`config.mk`:
```
export PLATFORM = sky130hd
export DESIGN_NAME = countermodn_chain_flat
export DESIGN_NICKNAME = d
export VERILOG_FILES = /design/src/rtl/countermodn_chain_pkg.sv /design/src/rtl/countermodn_chain_if.sv /design/src/rtl/countermodn_chain_digit.sv /design/src/rtl/countermodn_chain.sv /design/src/flat_wrapper.sv
export SDC_FILE = /design/constraint.sdc
export NUM_CORES = 1
export LEC_CHECK = 0
export ABC_AREA = 1
export ABC_CLOCK_PERIOD_IN_PS = 2200
export CORE_AREA = 5 5 47 49
export CTS_CLUSTER_DIAMETER = 50
export DETAILED_ROUTE_END_ITERATION = 7
export DIE_AREA = 0 0 52 54
export PLACE_DENSITY_LB_ADDON = 0.25
export REMOVE_ABC_BUFFERS = 1
export SLEW_MARGIN = 10
export SYNTH_ARGS = -nofsm -noshare
export SYNTH_HDL_FRONTEND = slang
export SYNTH_SLANG_ARGS = --single-unit
export TNS_END_PERCENT = 20
```
`constraint.sdc`:
```
create_clock -name clock -period 2.2 [get_ports clock]
set_clock_uncertainty 0.2 [all_clocks]
set_input_delay 0.55 -clock clock [delete_from_list [all_inputs] [get_ports clock]]
set_output_delay 0.55 -clock clock [all_outputs]
set_load 0.05 [all_outputs]
```
`src/rtl/countermodn_chain_pkg.sv`:
```
// Shared types and digit arithmetic for the modulo-N counter chain.
// Digits are handled as 8-bit values so one set of functions covers every legal modulus.
package countermodn_pkg;

    typedef enum logic {
        DIR_DOWN = 1'b0,
        DIR_UP   = 1'b1
    } dir_t;

    localparam int MAX_MODULUS = 256;
    localparam int MAX_DIGITS  = 8;

    // Wrap is explicit so non-power-of-two moduli never rely on 2^W overflow.
    function automatic logic [7:0] digit_next(input logic [7:0] cur, input dir_t dir, input int modulus);
        logic [7:0] top;
        top = 8'(modulus - 1);
        if (dir == DIR_UP) begin
            digit_next = (cur == top) ? 8'd0 : cur + 8'd1;
        end else begin
            digit_next = (cur == 8'd0) ? top : cur - 8'd1;
        end
    endfunction

    function automatic logic is_terminal(input logic [7:0] cur, input dir_t dir, input int modulus);
        if (dir == DIR_UP) begin
            is_terminal = (cur == 8'(modulus - 1));
        end else begin
            is_terminal = (cur == 8'd0);
        end
    endfunction

endpackage

```
`src/rtl/countermodn_chain_if.sv`:
```
// Control and data bundle of one counter chain; the counter is the slave side.
interface countermodn_chain_if #(
    parameter int MODULUS = 7,
    parameter int DIGITS  = 2
);
    localparam int W = $clog2(MODULUS);

    logic                  enable;
    logic                  up;
    logic                  load;
    logic [DIGITS*W-1:0]   load_value;
    logic [DIGITS*W-1:0]   value;
    logic                  tc;

    modport master (
        output enable, up, load, load_value,
        input  value, tc
    );

    modport slave (
        input  enable, up, load, load_value,
        output value, tc
    );
endinterface

```
`src/rtl/countermodn_chain_digit.sv`:
```
// One modulo-N digit: registered value with load clamp, step and terminal flag.
module countermodn_digit
    import countermodn_pkg::*;
#(
    parameter int MODULUS = 7
) (
    input  logic                         clock,
    input  logic                         reset,
    input  logic                         step,
    input  logic                         up,
    input  logic                         load,
    input  logic [$clog2(MODULUS)-1:0]   load_digit,
    output logic [$clog2(MODULUS)-1:0]   digit,
    output logic                         at_term
);
    localparam int W = $clog2(MODULUS);

    logic [W-1:0] digit_reg;
    logic [W-1:0] load_clamped;
    logic [W-1:0] step_value;
    logic [7:0]   cur_wide;
    logic [7:0]   next_wide;

    assign cur_wide  = 8'(digit_reg);
    assign next_wide = digit_next(cur_wide, dir_t'(up), MODULUS);
    assign step_value = next_wide[W-1:0];

    // Out-of-range load data would leave the digit in an unreachable state.
    assign load_clamped = (int'(load_digit) >= MODULUS) ? '0 : load_digit;

    always_ff @(posedge clock) begin
        if (reset) begin
            digit_reg <= '0;
        end else if (load) begin
            digit_reg <= load_clamped;
        end else if (step) begin
            digit_reg <= step_value;
        end
    end

    assign digit   = digit_reg;
    assign at_term = is_terminal(cur_wide, dir_t'(up), MODULUS);

endmodule

```
`src/rtl/countermodn_chain.sv`:
```
// Cascade of DIGITS modulo-MODULUS digits with up/down, parallel load and terminal count.
module countermodn_chain
    import countermodn_pkg::*;
#(
    parameter int MODULUS = 7,
    parameter int DIGITS  = 2
) (
    input  logic                 clock,
    input  logic                 reset,
    countermodn_chain_if.slave   bus
);
    localparam int W = $clog2(MODULUS);

    if (MODULUS < 2 || MODULUS > MAX_MODULUS) begin : g_bad_modulus
        $error("countermodn_chain: MODULUS must be in 2..256");
    end
    if (DIGITS < 1 || DIGITS > MAX_DIGITS) begin : g_bad_digits
        $error("countermodn_chain: DIGITS must be in 1..8");
    end

    logic [DIGITS:0]   carry;
    logic [DIGITS-1:0] at_term;

    // carry[k] is enable qualified by every lower digit sitting at its terminal value.
    assign carry[0] = bus.enable;

    for (genvar gi = 0; gi < DIGITS; gi++) begin : g_digit
        logic [W-1:0] digit_q;

        countermodn_digit #(
            .MODULUS (MODULUS)
        ) u_digit (
            .clock      (clock),
            .reset      (reset),
            .step       (carry[gi]),
            .up         (bus.up),
            .load       (bus.load),
            .load_digit (bus.load_value[gi*W +: W]),
            .digit      (digit_q),
            .at_term    (at_term[gi])
        );

        assign bus.value[gi*W +: W] = digit_q;
        assign carry[gi+1]          = carry[gi] & at_term[gi];
    end

    assign bus.tc = carry[DIGITS];

endmodule

```
`src/flat_wrapper.sv`:
```
// flat-port wrapper written by rule: the top's interface ports become plain ports
module countermodn_chain_flat import countermodn_pkg::*;
#(
    parameter int MODULUS = 7,
    parameter int DIGITS  = 2
)
  (clock, reset, bus_enable, bus_up, bus_load, bus_load_value, bus_value, bus_tc);
  countermodn_chain_if #(.MODULUS(MODULUS), .DIGITS(DIGITS)) bus_i ();
  input  logic clock;
  input  logic reset;
  input wire logic [$bits(bus_i.enable)-1:0] bus_enable;
  input wire logic [$bits(bus_i.up)-1:0] bus_up;
  input wire logic [$bits(bus_i.load)-1:0] bus_load;
  input wire logic [$bits(bus_i.load_value)-1:0] bus_load_value;
  output wire logic [$bits(bus_i.value)-1:0] bus_value;
  output wire logic [$bits(bus_i.tc)-1:0] bus_tc;
  assign bus_i.enable = bus_enable;
  assign bus_i.up = bus_up;
  assign bus_i.load = bus_load;
  assign bus_i.load_value = bus_load_value;
  assign bus_value = bus_i.value;
  assign bus_tc = bus_i.tc;
  countermodn_chain #(.MODULUS(MODULUS), .DIGITS(DIGITS)) u_core (.clock(clock), .reset(reset), .bus(bus_i));
endmodule
```
---- Yosys cells after proc, flatten, opt, wreduce, memory -nomap -nowiden ----
Cells that the tools add are included.
cells by class
  add/sub/neg operators ................... 4
  eq/ne operators ......................... 2
  bitwise logic cells ..................... 2
  reductions and logical operators ........ 4
  magnitude comparators ................... 2
  multiplexer cells ....................... 14
operators by type and width
  operator                                                            count
  3-bit two-way mux                                                   12
  8-bit zero test                                                     2
  3-bit by 1-bit adder with 3-bit output, second input constant       2
  3-bit == test, second input constant                                2
  3-bit greater-or-equal comparator, second input constant            2
  3-bit by 1-bit subtractor with 3-bit output, second input constant  2
  2-bit nonzero test                                                  2
  1-bit bitwise AND                                                   2
  1-bit two-way mux                                                   2
word-level totals
  output and inout port bits .............. 7
  word-level logic and storage cells ...... 30
  bits of input ports ..................... 11
  register bits after elaboration ......... 6

---- Depth between registers and ports, before layout ----
  word-level depth ........................ 5
  mapped depth ............................ 10
  depth with buffers taken out ............ 10

---- Cells and area by module ----
A second synthesis with hierarchy kept.
second synthesis, totals
  cells, all modules ...................... 102
  area total of the unflattened synthesis .. 633.1 um2
by module, submodules not included
  module             cells each  area each (um2)  instances  sequential area each (um2)
  countermodn_digit  49          307.8            2          60.1
  countermodn_chain  4           17.5             1          0.0

---- Worst setup path before layout ----
No wires, ideal clock.
  kind .................................... register to output
  start point ............................. register u_core.g_digit[0].u_digit.digit_reg[1]
  end point ............................... output port bus_tc
  arrival ................................. 1.850 ns
  slack ................................... -0.400 ns
  cell stages (with the launch flop) ...... 6
  path buffers ............................ 0
  data required time ...................... 1.450 ns
  cells stage by stage .................... dfxtp_1 > ha_1 > nand2_1 > nand2_2 > nand3_4 > nor2_1
on the way
  word-level cells in the longest chain between the ends .. 4
  elaborated cells on any way between the ends .. 5
  classes of those cells .................. eq/ne: 1; mux: 1; bitwise: 2; reduce/logical: 1
ends and longest elaborated chain
  what                                              line                                                      source
  from (decl)                                       countermodn_chain_digit.sv:18                             logic [W-1:0] digit_reg;
  from (signal assigned)                            countermodn_chain_digit.sv:35                             digit_reg <= load_clamped;
  from (signal assigned)                            countermodn_chain_digit.sv:37                             digit_reg <= step_value;
  8-bit zero test or 3-bit == test (tied branches)  countermodn_chain_pkg.sv:28, countermodn_chain_pkg.sv:26
  1-bit two-way mux *                               countermodn_chain_pkg.sv:25                               if (dir == DIR_UP) begin
  1-bit bitwise AND * (2 in a row)                  countermodn_chain.sv:44                                   assign carry[gi+1] = carry[gi] & at_term[gi];
  to (decl)                                         flat_wrapper.sv:16                                        output wire logic [$bits(bus_i.tc)-1:0] bus_tc;
Every way passes the cells marked *; elsewhere a longest branch is shown, timed or not.

---- Worst setup path in the final report ----
  start point ............................. register u_core.g_digit[1].u_digit.digit_reg[1]
  end point ............................... output port bus_tc
on the way
  word-level cells in the longest chain between the ends .. 3
  elaborated cells on any way between the ends .. 4
  classes of those cells .................. eq/ne: 1; mux: 1; bitwise: 1; reduce/logical: 1
ends and longest elaborated chain
  what                                              line
  from (decl)                                       countermodn_chain_digit.sv:18
  from (signal assigned)                            countermodn_chain_digit.sv:35
  from (signal assigned)                            countermodn_chain_digit.sv:37
  8-bit zero test or 3-bit == test (tied branches)  countermodn_chain_pkg.sv:28, countermodn_chain_pkg.sv:26
  1-bit two-way mux *                               countermodn_chain_pkg.sv:25
  1-bit bitwise AND *                               countermodn_chain.sv:44
Marked as above.

==> key figures <==
Die
  • # rows: 16
  • Die area: 2810 µm²
  • Die span in y: between 50 and 60 µm
  • Die width: between 50 and 60 µm
  • Starting density of the core: 35.8%
  • Standard cell core area: about 1800 µm²
  • Top-level port count: 18

Setup path
  • Reg-to-reg setup timing slack: 0.62 ns
  • Series of cell instances along the critical path: inv_2 -> ha_2 -> inv_1 -> o21ai_1 -> nand2_2 -> nor2_4 -> buf_12
  • Slowest CP cell: sky130_fd_sc_hd__dfxtp_2
  • Endpoint kind of the worst setup timing path: output pin
  • Top Family by Delay on Critical Path: flip-flops
  • Stage delay of the slowest cell on the critical path: approximately 0.34 ns
  • Count of cell instances traversed by the critical path: 7
  • Startpoint type of the worst setup path: flop
  • End point of the critical path: bus_tc
  • Critical path fanouts, max: 5
  • Worst r2r src: u_core.g_digit[0].u_digit.digit[0]
  • Cells on worst reg2reg path: 9
  • Critical Path RT: roughly 1.5 ns
  • Start point of the critical path: u_core.g_digit[1].u_digit.digit[1]
  • Signal arrival time at the worst endpoint: 1.39 ns
  • Worst setup path class: reg -> out
  • End of the worst register-to-register path: u_core.g_digit[0].u_digit.digit[1]
  • Count of buffer and inverter cells on the critical path: 3

Timing
  • Worst slew slack as a fraction of its limit: between 80% and 90%
  • Slew at the pin with the worst max-slew slack: 0.293 ns
  • Final WS setup: 0.0591 ns
  • Highest Clock Rate: around 470 MHz
  • Setup violations, final: 0
  • Hold Violations, Final: 0
  • Share of the clock period used by the worst path after layout: 97.3%
  • Final min period: around 2.1 ns
  • RSZ-0062 raised after global routing: false
  • Number of slew-limit violations in the final report: 0

Route
  • Vias after detailed routing: 680
  • Routed vias/inst: ~4.5
  • Routed Antenna Nets: 0
  • DRC violations left: 0
  • Number of iterations in the first detailed-routing pass: 4
  • Iteration-0 DRC count of the detailed router: 10
  • Final Routed Wirelength: 1470 µm
  • Average routed wire per standard cell: 9.70 µm

Layout
  • Area taken by multi-input logic gates: 469 µm²
  • Count of fill cells added during filler insertion: 197
  • Relative area change from synthesis to final layout: 43.8%
  • Layout cell share with drive strength beyond 1: 36.0%
  • Flip-flop count of the largest register after layout: 6
  • Antenna diodes: 0
  • Total Nets Final: 148
  • Sequential cell area: 126 µm²

Synthesis
  • Synthesized area per cell: 6.58 µm²
  • Synth warn: 0
  • Synth top area cells: sky130_fd_sc_hd__ha_1, sky130_fd_sc_hd__dfxtp_1, sky130_fd_sc_hd__nand2_1
  • Area share of the largest cell type after synthesis: 19.2%
  • Number of flip-flops and latches in the synthesized netlist: 6
  • Cell with the most instances after synthesis: sky130_fd_sc_hd__nand2_1
  • Most common library cells after synthesis: sky130_fd_sc_hd__nand2_1, sky130_fd_sc_hd__inv_1, sky130_fd_sc_hd__nor2_1, sky130_fd_sc_hd__ha_1
  • Sequential fraction of the synthesis area: 18.4%
  • Synth Cell Area: about 650 µm²
  • Number of distinct standard cells referenced by the synthesized netlist: 20
  • Most instantiated flip-flop cell in the synthesis netlist: sky130_fd_sc_hd__dfxtp_1
  • Synth async-reset ratio: 0%
  • Cell count after synthesis: 99
  • Cell type with the largest total area after synthesis: sky130_fd_sc_hd__ha_1
  • Number of enable-type register cells in the synthesized netlist: 0

Power and ir drop
  • Pwr Density: 471 nW/µm²
  • Total design power: around 440 µW
  • Static leakage power: 0.000453 µW
  • Highest ir drop seen on vdd: 312 µV

Min path
  • Type of the worst min-delay path: reg -> reg

Clock tree
  • CTS Sinks: 6
  • Worst-path clk slew: 0.04 ns
  • TritonCTS buffer count: 3
  • Source-to-sink clock delay at the later pin of the worst-skew pair: 0.25 ns
  • Clk Tree Root Cell: sky130_fd_sc_hd__clkbuf_4
  • Deepest clock path buffer count: 2
  • H-tree levels: 1
  • TritonCTS clock tree: built

Flow run
  • Number of maximum-capacitance constraint violations: 0

Global route
  • Number of antenna violations at the first check in global routing: 0
  • Wire length of the first global-routing pass: 2780 µm
  • Total routing usage reported by global routing: a little over an eighth
  • Overflow left after global routing: 0
  • Via count of the first global-routing pass: 674
  • Maximum number of pins on one net before global-route repair: 9

Status
  • Outcome: complete, no violations

Place
  • RD Place Congestion: 0.784
  • Hpwl dp: 1270 µm
  • I/O Buffers: 17
  • Worst setup slack before clock tree synthesis: -0.352 ns
[per-layer routing]
layer  up-vias  share of wire [%]  global-route usage, %
li1        371                  -                      -
met1       286                 46                   16.7
met2        18                 47                   19.5
met3         5                4.2                   3.32
met4         0                3.1                   10.9
met5         -                  0                      0
[layout by cell type, fill, tap and decap left out]
| cell | n |
|---|---|
| sky130_fd_sc_hd__clkbuf_2 | 1 |
| sky130_fd_sc_hd__buf_4 | 14 |
| sky130_fd_sc_hd__dlygate4sd2_1 | 1 |
| sky130_fd_sc_hd__a21oi_1 | 6 |
| sky130_fd_sc_hd__nor2_2 | 1 |
| sky130_fd_sc_hd__o21ai_1 | 9 |
| sky130_fd_sc_hd__xnor2_1 | 1 |
| sky130_fd_sc_hd__dfxtp_1 | 3 |
| sky130_fd_sc_hd__dfxtp_4 | 1 |
| sky130_fd_sc_hd__a31oi_1 | 1 |
| sky130_fd_sc_hd__clkbuf_4 | 3 |
| sky130_fd_sc_hd__or2_1 | 1 |
| sky130_fd_sc_hd__buf_12 | 1 |
| sky130_fd_sc_hd__clkdlybuf4s50_1 | 8 |
| sky130_fd_sc_hd__inv_1 | 8 |
| sky130_fd_sc_hd__nand3_4 | 1 |
| sky130_fd_sc_hd__inv_4 | 1 |
| sky130_fd_sc_hd__nor2_1 | 11 |
| sky130_fd_sc_hd__nand2_4 | 1 |
| sky130_fd_sc_hd__inv_2 | 8 |
| sky130_fd_sc_hd__nand3_1 | 9 |
| sky130_fd_sc_hd__nand2_2 | 5 |
| sky130_fd_sc_hd__nand2_1 | 15 |
| sky130_fd_sc_hd__dfxtp_2 | 2 |
| sky130_fd_sc_hd__nor2_4 | 1 |
| sky130_fd_sc_hd__a21oi_2 | 1 |
| sky130_fd_sc_hd__ha_1 | 6 |
| sky130_fd_sc_hd__ha_2 | 4 |
| sky130_fd_sc_hd__o221ai_1 | 1 |
[worst min path at each step]
| stage | from | endpoint | slack (ns) | cells past startpoint |
|---|---|---|---|---|
| detailed placement | u_core.g_digit[1].u_digit.digit[1] | u_core.g_digit[1].u_digit.digit[1] | 0.34 | 2 |
| floorplan | reset | u_core.g_digit[1].u_digit.digit[1] | 0.41 | 1 |
| CTS | u_core.g_digit[1].u_digit.digit[1] | u_core.g_digit[1].u_digit.digit[1] | 0.35 | 2 |
| finish | u_core.g_digit[1].u_digit.digit[1] | u_core.g_digit[1].u_digit.digit[1] | 0.31 | 2 |
| global placement | u_core.g_digit[1].u_digit.digit[1] | u_core.g_digit[1].u_digit.digit[1] | 0.33 | 2 |
| global route | u_core.g_digit[1].u_digit.digit[1] | u_core.g_digit[1].u_digit.digit[1] | 0.36 | 2 |
[worst register-to-register path: stages, from the launching register on]
cell and delay (ns):
sky130_fd_sc_hd__dfxtp_4 0.37, sky130_fd_sc_hd__inv_4 0.05, sky130_fd_sc_hd__ha_2 0.18, sky130_fd_sc_hd__nand2_1 0.08, sky130_fd_sc_hd__nand2_2 0.07, sky130_fd_sc_hd__buf_4 0.14, sky130_fd_sc_hd__buf_4 0.13, sky130_fd_sc_hd__o221ai_1 0.15
sky130_fd_sc_hd__nand2_1 0.08, sky130_fd_sc_hd__nor2_1 0.08
[kinds of logic after synthesis]
group / after synthesis / share of synthesized area [%]
AO/OA/AOI/OAI: 18 / 15.2
AND/OR/NAND/NOR: 45 / 33.2
XOR/XNOR: 1 / 1.34
buffers and inverters: 19 / 12.7
flip-flops: 6 / 18.4
adder cells (fa/ha/maj): 10 / 19.2
[stage by stage]
stage	instances	instance area, µm²	TNS (ns)	util, %	hold slack [ns]
finish	152	937	0	51.4	0.314
global route	152	937	0	51.4	0.356
CTS	149	901	0	49.5	0.354
detailed placement	146	870	-0.352	47.7	0.337
global placement	146	870	-0.288	47.7	0.333
floorplan	97	633	-0.400	-	0.412
[final cells by class]
class	instances	area share, %
Clock buffer	3	2.40
Sequential cell	6	13.5
Timing Repair Buffer	25	23.4
Tap cell	27	3.60
Inverter	17	7.08
Multi-Input combinational cell	74	50.1
[power breakdown]
| part | leakage (µW) | total [µW] | internal, µW | switching [µW] |
|---|---|---|---|---|
| clock | 0.0000138 | 102 | 61.7 | 39.9 |
| sequential | 0.0000510 | 134 | 120 | 14.6 |
| combinational | 0.000388 | 205 | 85.9 | 119 |
[timing repair]
action / CTS / global route
hold buffers: 0 / 0
pin swaps: 1 / 1
setup buffers: 0 / 3
endpoints found under the setup margin: 1 / 1
gates resized for setup: 10 / 10
No activity file was read; power rests on OpenSTA's default activity.
